**src/rtl/cpu_if.sv**
```systemverilog
// Observation bus of the single-cycle CPU: program counter, fetched instruction and ALU result.
interface cpu_if;
  logic [15:0] PC;
  logic [15:0] IR;
  logic [15:0] ALUOut;

  modport master (output PC, output IR, output ALUOut);
  modport slave  (input  PC, input  IR, input  ALUOut);
endinterface

```
**src/rtl/cpu.sv**
```systemverilog
// Single-cycle 16-bit CPU with a fixed instruction ROM and four-entry register file.
// Define CPU_HALT_EN to make 16'hFFFF a HALT that freezes the PC; otherwise it is reserved.
module cpu #(
  parameter int unsigned IMEM_DEPTH = 16
) (
  input logic   clock,
  input logic   resetn,
  cpu_if.master bus
);

  function automatic logic [15:0] rom_word(input logic [14:0] idx);
    logic [15:0] w;
    w = 16'hFFFF;
    if (32'(idx) < IMEM_DEPTH) begin
      case (idx)
        15'd0:   w = 16'h710F;
        15'd1:   w = 16'h7207;
        15'd2:   w = 16'h26C0;
        15'd3:   w = 16'h16C0;
        15'd4:   w = 16'h3980;
        15'd5:   w = 16'h06C0;
        15'd6:   w = 16'h4740;
        15'd7:   w = 16'h710F;
        15'd8:   w = 16'h65FF;
        default: w = 16'hFFFF;
      endcase
    end
    return w;
  endfunction

  logic [15:0] pc_q, pc_d;
  logic [15:0] rf_q [4];
  logic [15:0] rf_d [4];

  // A net so that an overriding drive on the fetch path falls back to the ROM cleanly.
  wire  [15:0] ir;
  assign ir = rom_word(pc_q[15:1]);

  logic [3:0]  op;
  logic [1:0]  rs, rt, rd;
  logic [15:0] imm, a, b;
  logic [15:0] alu;
  logic        we;
  logic [1:0]  wa;
  logic        is_halt;

  always_comb begin
    op  = ir[15:12];
    rs  = ir[11:10];
    rt  = ir[9:8];
    rd  = ir[7:6];
    imm = {{8{ir[7]}}, ir[7:0]};
    a   = (rs == 2'd0) ? 16'h0000 : rf_q[rs];
    b   = (rt == 2'd0) ? 16'h0000 : rf_q[rt];
  end

  always_comb begin
    alu = 16'h0000;
    we  = 1'b0;
    wa  = rd;
    case (op)
      4'h0: begin alu = a + b;         we = 1'b1; end
      4'h1: begin alu = a - b;         we = 1'b1; end
      4'h2: begin alu = a & b;         we = 1'b1; end
      4'h3: begin alu = a | b;         we = 1'b1; end
      4'h4: begin alu = ~(a | b);      we = 1'b1; end
      4'h6: begin
        alu = ($signed(a) < $signed(b)) ? 16'h0001 : 16'h0000;
        we  = 1'b1;
      end
      4'h7: begin alu = a + imm; we = 1'b1; wa = rt; end
      default: begin
        alu = 16'h0000;
        we  = 1'b0;
      end
    endcase
  end

  always_comb begin
`ifdef CPU_HALT_EN
    is_halt = (ir == 16'hFFFF);
`else
    is_halt = 1'b0;
`endif
  end

  always_comb begin
    pc_d = is_halt ? pc_q : pc_q + 16'd2;
    for (int i = 0; i < 4; i++) begin
      rf_d[i] = rf_q[i];
    end
    // $0 is hard-wired to zero, so writes aimed at it are simply dropped.
    if (we && (wa != 2'd0)) begin
      rf_d[wa] = alu;
    end
  end

  always_ff @(negedge clock or negedge resetn) begin
    if (!resetn) begin
      pc_q <= 16'h0000;
      for (int i = 0; i < 4; i++) begin
        rf_q[i] <= 16'h0000;
      end
    end else begin
      pc_q <= pc_d;
      for (int i = 0; i < 4; i++) begin
        rf_q[i] <= rf_d[i];
      end
    end
  end

  assign bus.PC     = pc_q;
  assign bus.IR     = ir;
  assign bus.ALUOut = alu;

endmodule

```
**src/flat_wrapper.sv**
```systemverilog
// flat-port wrapper written by rule: the top's interface ports become plain ports
module cpu_flat 
#(
  parameter int unsigned IMEM_DEPTH = 16
)
  (clock, resetn, bus_PC, bus_IR, bus_ALUOut);
  cpu_if bus_i ();
  input logic clock;
  input logic resetn;
  output wire logic [$bits(bus_i.PC)-1:0] bus_PC;
  output wire logic [$bits(bus_i.IR)-1:0] bus_IR;
  output wire logic [$bits(bus_i.ALUOut)-1:0] bus_ALUOut;
  assign bus_PC = bus_i.PC;
  assign bus_IR = bus_i.IR;
  assign bus_ALUOut = bus_i.ALUOut;
  cpu #(.IMEM_DEPTH(IMEM_DEPTH)) u_core (.clock(clock), .resetn(resetn), .bus(bus_i));
endmodule
```
**config.mk**
```make
export PLATFORM = sky130hd
export DESIGN_NAME = cpu_flat
export DESIGN_NICKNAME = d
export VERILOG_FILES = /design/src/rtl/cpu_if.sv /design/src/rtl/cpu.sv /design/src/flat_wrapper.sv
export SDC_FILE = /design/constraint.sdc
export NUM_CORES = 1
export LEC_CHECK = 0
export CORE_AREA = 2 2 96 107
export DETAILED_ROUTE_END_ITERATION = 16
export DIE_AREA = 0 0 98 109
export PLACE_DENSITY = 0.95
export RECOVER_POWER = 50
export SETUP_SLACK_MARGIN = 0.3
export SLEW_MARGIN = 20
export SYNTH_ARGS = -nofsm -noshare
export SYNTH_HDL_FRONTEND = slang
export SYNTH_SLANG_ARGS = --single-unit
```
**constraint.sdc**
```tcl
create_clock -name clock -period 12.1 [get_ports clock]
set_input_delay 1.815 -clock clock [delete_from_list [all_inputs] [get_ports clock]]
set_output_delay 1.815 -clock clock [all_outputs]
set_load 0.01 [all_outputs]
```
==> run_results.csv, run 1 <==
group,metric,value,unit
status,status,"did not finish",
status,stop_stage,"5_1_grt",
status,error_line,"[ERROR GRT-0232] Routing congestion too high. Check the congestion heatmap in the GUI.",
placed_design,dp.cells,988,
synth,ys_ff_latch,63,
clock_network,htree_levels,3,
clock_network,cts_root_buffer,"clkbuf_8",
grt,overflow,119,
floorplan,die_height,109,um
clock_network,cts_max_path_buffers,2,
synth,synth.top_cells.by_count,"nand2_1 (119), o21ai_0 (76), a21oi_1 (68), ha_1 (68), dfrtn_1 (63)",
synth,synth_nets,837,
synth,syn-cell-area,6017,um^2
synth,synth_top_cell_by_area,"dfrtn_1",
synth,synth_edf_count,0,
synth,ys_seq_area_frac,0.2620,
floorplan,initial_core_util,0.6234,
floorplan,fp.dieW,98,um
synth,async_flop_share,1.000,
placed_design,numPortBuffers,48,
placed_design,hpwl,15.35,mm
synth,synth_area_per_cell,7.865,um^2
grt,grt_max_degree,64,
placed_design,gp_congestion,1.063,
floorplan,io_pins,50,
sta,worst_endpoint,"bus_ALUOut[13]",
synth,synthTopCellsByArea,"dfrtn_1 (26%), ha_1 (14%), nand2_1 (7.4%)",
clock_network,tritoncts.num_buffers,9,
clock_network,clock-sinks,63,
floorplan,rows,38,
synth,yosysUniqueCellTypes,68,
clock_network,hold_buffers,0,
synth,yosysMostFrequentCell,"nand2_1",
synth,synth_flop_cell,"dfrtn_1",
sta,worst_endpoint_kind,"output port",
grt,track_usage,0.7970,
synth,yosys_warnings,0,
synth,synth_top_area_share,0.2620,
synth,synthCells,765,
## stage by stage
stage	area, um^2	TNS [ns]	setup slack (ns)	utilization
CTS	8363	-0.5092	-0.1396	0.8665
detailed placement	7244	-3.430	-0.4038	0.7506
global placement	7244	0	0.009373	0.7506
floorplan	6098	0	0.2639	-
## metal layers
layer	GRT overflow	GRT usage
met5	0	0.2115
met4	46	0.8423
met3	2	0.6154
met2	70	0.9795
met1	1	0.7914
## logic make-up after synthesis
logic type	after synthesis	share of synthesized area
compound gates	225	0.2341
xor+xnor	36	0.05240
fa+ha+maj	70	0.1481
buf+inv	99	0.06821
flops	63	0.2620
mux	25	0.04346
other cells	1	0.0006232
simple gates	246	0.1911
## what timing repair did
item,in CTS
pin swaps,80
setup buffers,57
resized for setup,167
endpoints found under the setup margin,16
==> inputs of run 2 (changes only) <==
--- a/config.mk
+++ b/config.mk
@@ -5,12 +5,11 @@
 export SDC_FILE = /design/constraint.sdc
 export NUM_CORES = 1
 export LEC_CHECK = 0
-export CORE_AREA = 2 2 96 107
+export CORE_AREA = 2 2 126 128
 export DETAILED_ROUTE_END_ITERATION = 16
-export DIE_AREA = 0 0 98 109
-export PLACE_DENSITY = 0.95
+export DIE_AREA = 0 0 128 130
+export PLACE_DENSITY_LB_ADDON = 0.15
 export RECOVER_POWER = 50
-export SETUP_SLACK_MARGIN = 0.3
 export SLEW_MARGIN = 20
 export SYNTH_ARGS = -nofsm -noshare
 export SYNTH_HDL_FRONTEND = slang
==> run 2 against run 1 <==
The run now ends clean. Area after synthesis unchanged. Synthesized cell count did not move.
==> run_results.csv, run 2 <==
group,metric,value,unit
synth,yosys_warnings,0,
synth,yosysUniqueCellTypes,68,
synth,async_flop_share,1.000,
power,peakVddDrop,69.59,uV
setup_path,regToRegSetupSlack,7.88,ns
placed_design,numPortBuffers,48,
worst_hold_path,hp-start,"u_core.rf_q[44]",
synth,synthCells,765,
power,swShare,0.2075,
setup_path,reg2regPathDepth,19,
setup_path,start_kind,"flip-flop",
clock_network,cts_max_path_buffers,2,
setup_path,cp_top_family,"compound AO/OA/AOI/OAI gates",
worst_hold_path,holdPathStages,2,
placed_design,gp_congestion,0.9490,
synth,ys_ff_latch,63,
sta,worst_pin_slew,1.023,ns
grt,grt_max_degree,64,
sta,tns,0,ns
final_layout,mostFrequentLayoutCells,"buf_4 (175), nand2_1 (118), dfrtn_1 (63)",
floorplan,fp.dieW,128,um
final_layout,fin_nets,1050,
grt,overflow,0,
power,pwr-share-clk,0.542,
final_layout,fin_util,0.5655,
worst_hold_path,holdPathEnd,"u_core.rf_q[44]",
synth,synthMuxAreaShare,0.04346,
clock_network,clock_latency,0.35,ns
detailed_routing,drt-initial-drc-count,470,
detailed_routing,wirelength,21.29,mm
floorplan,initial_core_util,0.3901,
setup_path,cp_slowest_cell,"dfrtn_1",
setup_path,crit_fanout,7,
detailed_routing,wl_per_cell,18.15,um
grt,grt_pass1_wl,33.07,mm
synth,synthSimpleGateAreaFrac,0.1911,
detailed_routing,drt-pass1-iter-count,7,
detailed_routing,ant_nets,0,
setup_path,path_buf_inv,6,
clock_network,clock-sinks,63,
final_layout,layout_commonest_cell,"buf_4",
power,switching_power,0.09818,mW
placed_design,hpwl,15.80,mm
setup_path,crit_path_end_kind,"primary output",
synth,synth_xor_area_frac,0.05240,
detailed_routing,num_vias,6476,
clock_network,htree_levels,3,
synth,synth_compound_area_frac,0.2341,
final_layout,syn_to_final_growth,44.96,%
floorplan,rows,46,
floorplan,core_area,15420,um^2
run,drv_cap,0,
detailed_routing,via_per_inst,5.521,
synth,synthTopCellsByArea,"dfrtn_1 (26%), ha_1 (14%), nand2_1 (7.4%)",
synth,synth_top_family_by_area,"compound AO/OA/AOI/OAI gates",
floorplan,io_pins,50,
clock_network,tritoncts.num_buffers,9,
final_layout,regArea,1577,um^2
power,p_seq_frac,0.448,
setup_path,worstSetupPathType,"flip-flop to primary output",
synth,synth_top_cell_by_area,"dfrtn_1",
sta,worst_clock_skew,0.008986,ns
grt,antenna_found_initial,0,
power,power.leakage,4.340,nW
setup_path,slowest_delay,0.34,ns
setup_path,r2r-start,"u_core.bus.PC[1]",
worst_hold_path,hp-class,"flip-flop to flip-flop",
sta,slew_viol_final,0,
clock_network,cts_root_buffer,"clkbuf_16",
setup_path,worstPathArrival,10.26,ns
final_layout,final_cells,1173,
final_layout,largest_reg_flops,48,
clock_network,cts_tree,"built",
setup_path,reg2reg_to,"u_core.rf_q[41]",
power,p_int,0.3750,mW
synth,synth_flop_cell,"dfrtn_1",
grt,track_usage,0.2553,
final_layout,fill_cells,1418,
synth,synth.top_cells.by_count,"nand2_1 (119), o21ai_0 (76), a21oi_1 (68), ha_1 (68), dfrtn_1 (63)",
final_layout,n_antenna_cell,0,
status,status,"finished clean",
detailed_routing,drc_errors,0,
synth,synth_nets,837,
power,power.density,54.26,nW/um^2
sta,finalHoldViolations,0,
sta,setup_viol,0,
floorplan,die_height,130,um
final_layout,drive_gt1_frac,0.3191,
placed_design,dp.cells,1130,
grt,first_global_vias,6272,
floorplan,die-area,16640,um^2
synth,syn-cell-area,6017,um^2
synth,yosysMostFrequentCell,"nand2_1",
power,p_comb_frac,0.010,
sta,max_slew_margin,0.3163,
clock_network,clk_pin_slew,0.04,ns
clock_network,hold_buffers,0,
synth,synth_top_area_share,0.2620,
synth,synth_fa_ha_area_frac,0.1481,
setup_path,cp_cell_sequence,"inv_1 > ha_4 > nor2b_2 > o2111ai_4 > buf_4 > a211oi_4 > buf_12 > buf_4 > nor2_1 > ha_1 > a21oi_1 > nor2b_1 > o21ai_0 > o21ai_1 > or3_1 > nand3_1 > o211a_1 > inv_1 > dlygate4sd2_1",
synth,synth_edf_count,0,
synth,ys_seq_area_frac,0.2620,
synth,synth_area_per_cell,7.865,um^2
setup_path,cp.required,10.28,ns
final_layout,multi_input_area,4448,um^2
sta,rsz0062_at_grt,"yes",
final_layout,top_register,"u_core.rf_q",
==> run 2: cell counts after synthesis <==
No cell type changed its count.
==> run 2: worst max-delay path by stage <==
| stage | startpoint | to | slack [ns] | cells after the start |
|---|---|---|---|---|
| after floorplan | u_core.bus.PC[1] | bus_ALUOut[14] | 0.02 | 19 |
| after global placement | u_core.bus.PC[12] | bus_ALUOut[14] | -0.42 | 19 |
| after detailed placement | u_core.bus.PC[14] | bus_ALUOut[14] | -0.49 | 19 |
| after CTS | u_core.bus.PC[5] | bus_ALUOut[7] | -0.003 | 19 |
| after global routing | u_core.bus.PC[14] | bus_ALUOut[13] | -0.19 | 19 |
| final | u_core.bus.PC[1] | bus_ALUOut[12] | 0.02 | 19 |
==> run 2: per-stage QoR <==
stage / setup WS (ns) / instance area (um^2) / hold slack [ns] / total power [mW]
2_1_floorplan: 0.01988 / 6023 / 0.4289 / 0.2159
3_3_place_gp: -0.4174 / 7804 / 0.4465 / 0.2203
3_5_place_dp: -0.4896 / 7804 / 0.4421 / 0.2204
4_1_cts: -0.002883 / 8486 / 0.4600 / 0.4775
5_1_grt: -0.1938 / 8722 / 0.4847 / 0.4883
6_report: 0.02074 / 8722 / 0.4588 / 0.4732
==> run 2: kinds of logic (layout without fill, tap and decap cells) <==
group | count (synthesis) | count (layout)
other | 1 | 1
adder cells (fa/ha/maj) | 70 | 70
flip-flops | 63 | 63
AO/OA/AOI/OAI | 225 | 225
buffers and inverters | 99 | 315
AND/OR/NAND/NOR | 246 | 246
multiplexers | 25 | 25
XOR/XNOR | 36 | 36
==> run 2: what timing repair did <==
action,4_1_cts,5_1_grt
gates resized for setup,87,61
pin swaps,37,33
endpoints found under the hold margin,0,0
setup buffers,20,12
setup endpoints to repair,14,15
==> run 2: area by class of cell <==
cell class,instances,share of cell area
inverter,62,0.02668
timing repair buffer,239,0.2221
clock buffer,11,0.02783
multi-input combinational,603,0.5100
tap,192,0.02754
clock inverter,3,0.005164
sequential,63,0.1807
==> run 2: per-layer routing <==
metal	wire length, um	vias up	track usage
li1	-	3089	-
met1	9505	3135	0.3369
met2	10100	203	0.4281
met3	1070	49	0.03936
met4	613	0	0.08985
met5	0	-	0
==> run 2: worst reg2reg max path: stages, from the launching register on <==
cell       delay (ns)
dfrtn_1          0.34
inv_1            0.11
ha_4             0.14
nor2b_2          0.29
o2111ai_4        0.21
a211o_1          0.35
buf_6            0.17
a21oi_2          0.16
ha_1             0.27
a211oi_2         0.25
o211ai_1         0.17
buf_4            0.16
buf_4            0.12
buf_4            0.13
a31o_4           0.24
a21oi_2          0.14
xor2_1           0.24
o221ai_2         0.14
buf_4            0.18
mux2_4           0.26
==> run 2: power by group through the flow <==
stage	clock (mW)	sequential (mW)	combinational (mW)
3_5_place_dp	0	0.215	0.00494
5_1_grt	0.271	0.212	0.00551
4_1_cts	0.261	0.212	0.00497
6_report	0.257	0.212	0.00462
3_3_place_gp	0	0.215	0.00479
2_1_floorplan	0	0.216	0.000377
Power figures use the tool's default switching activity.
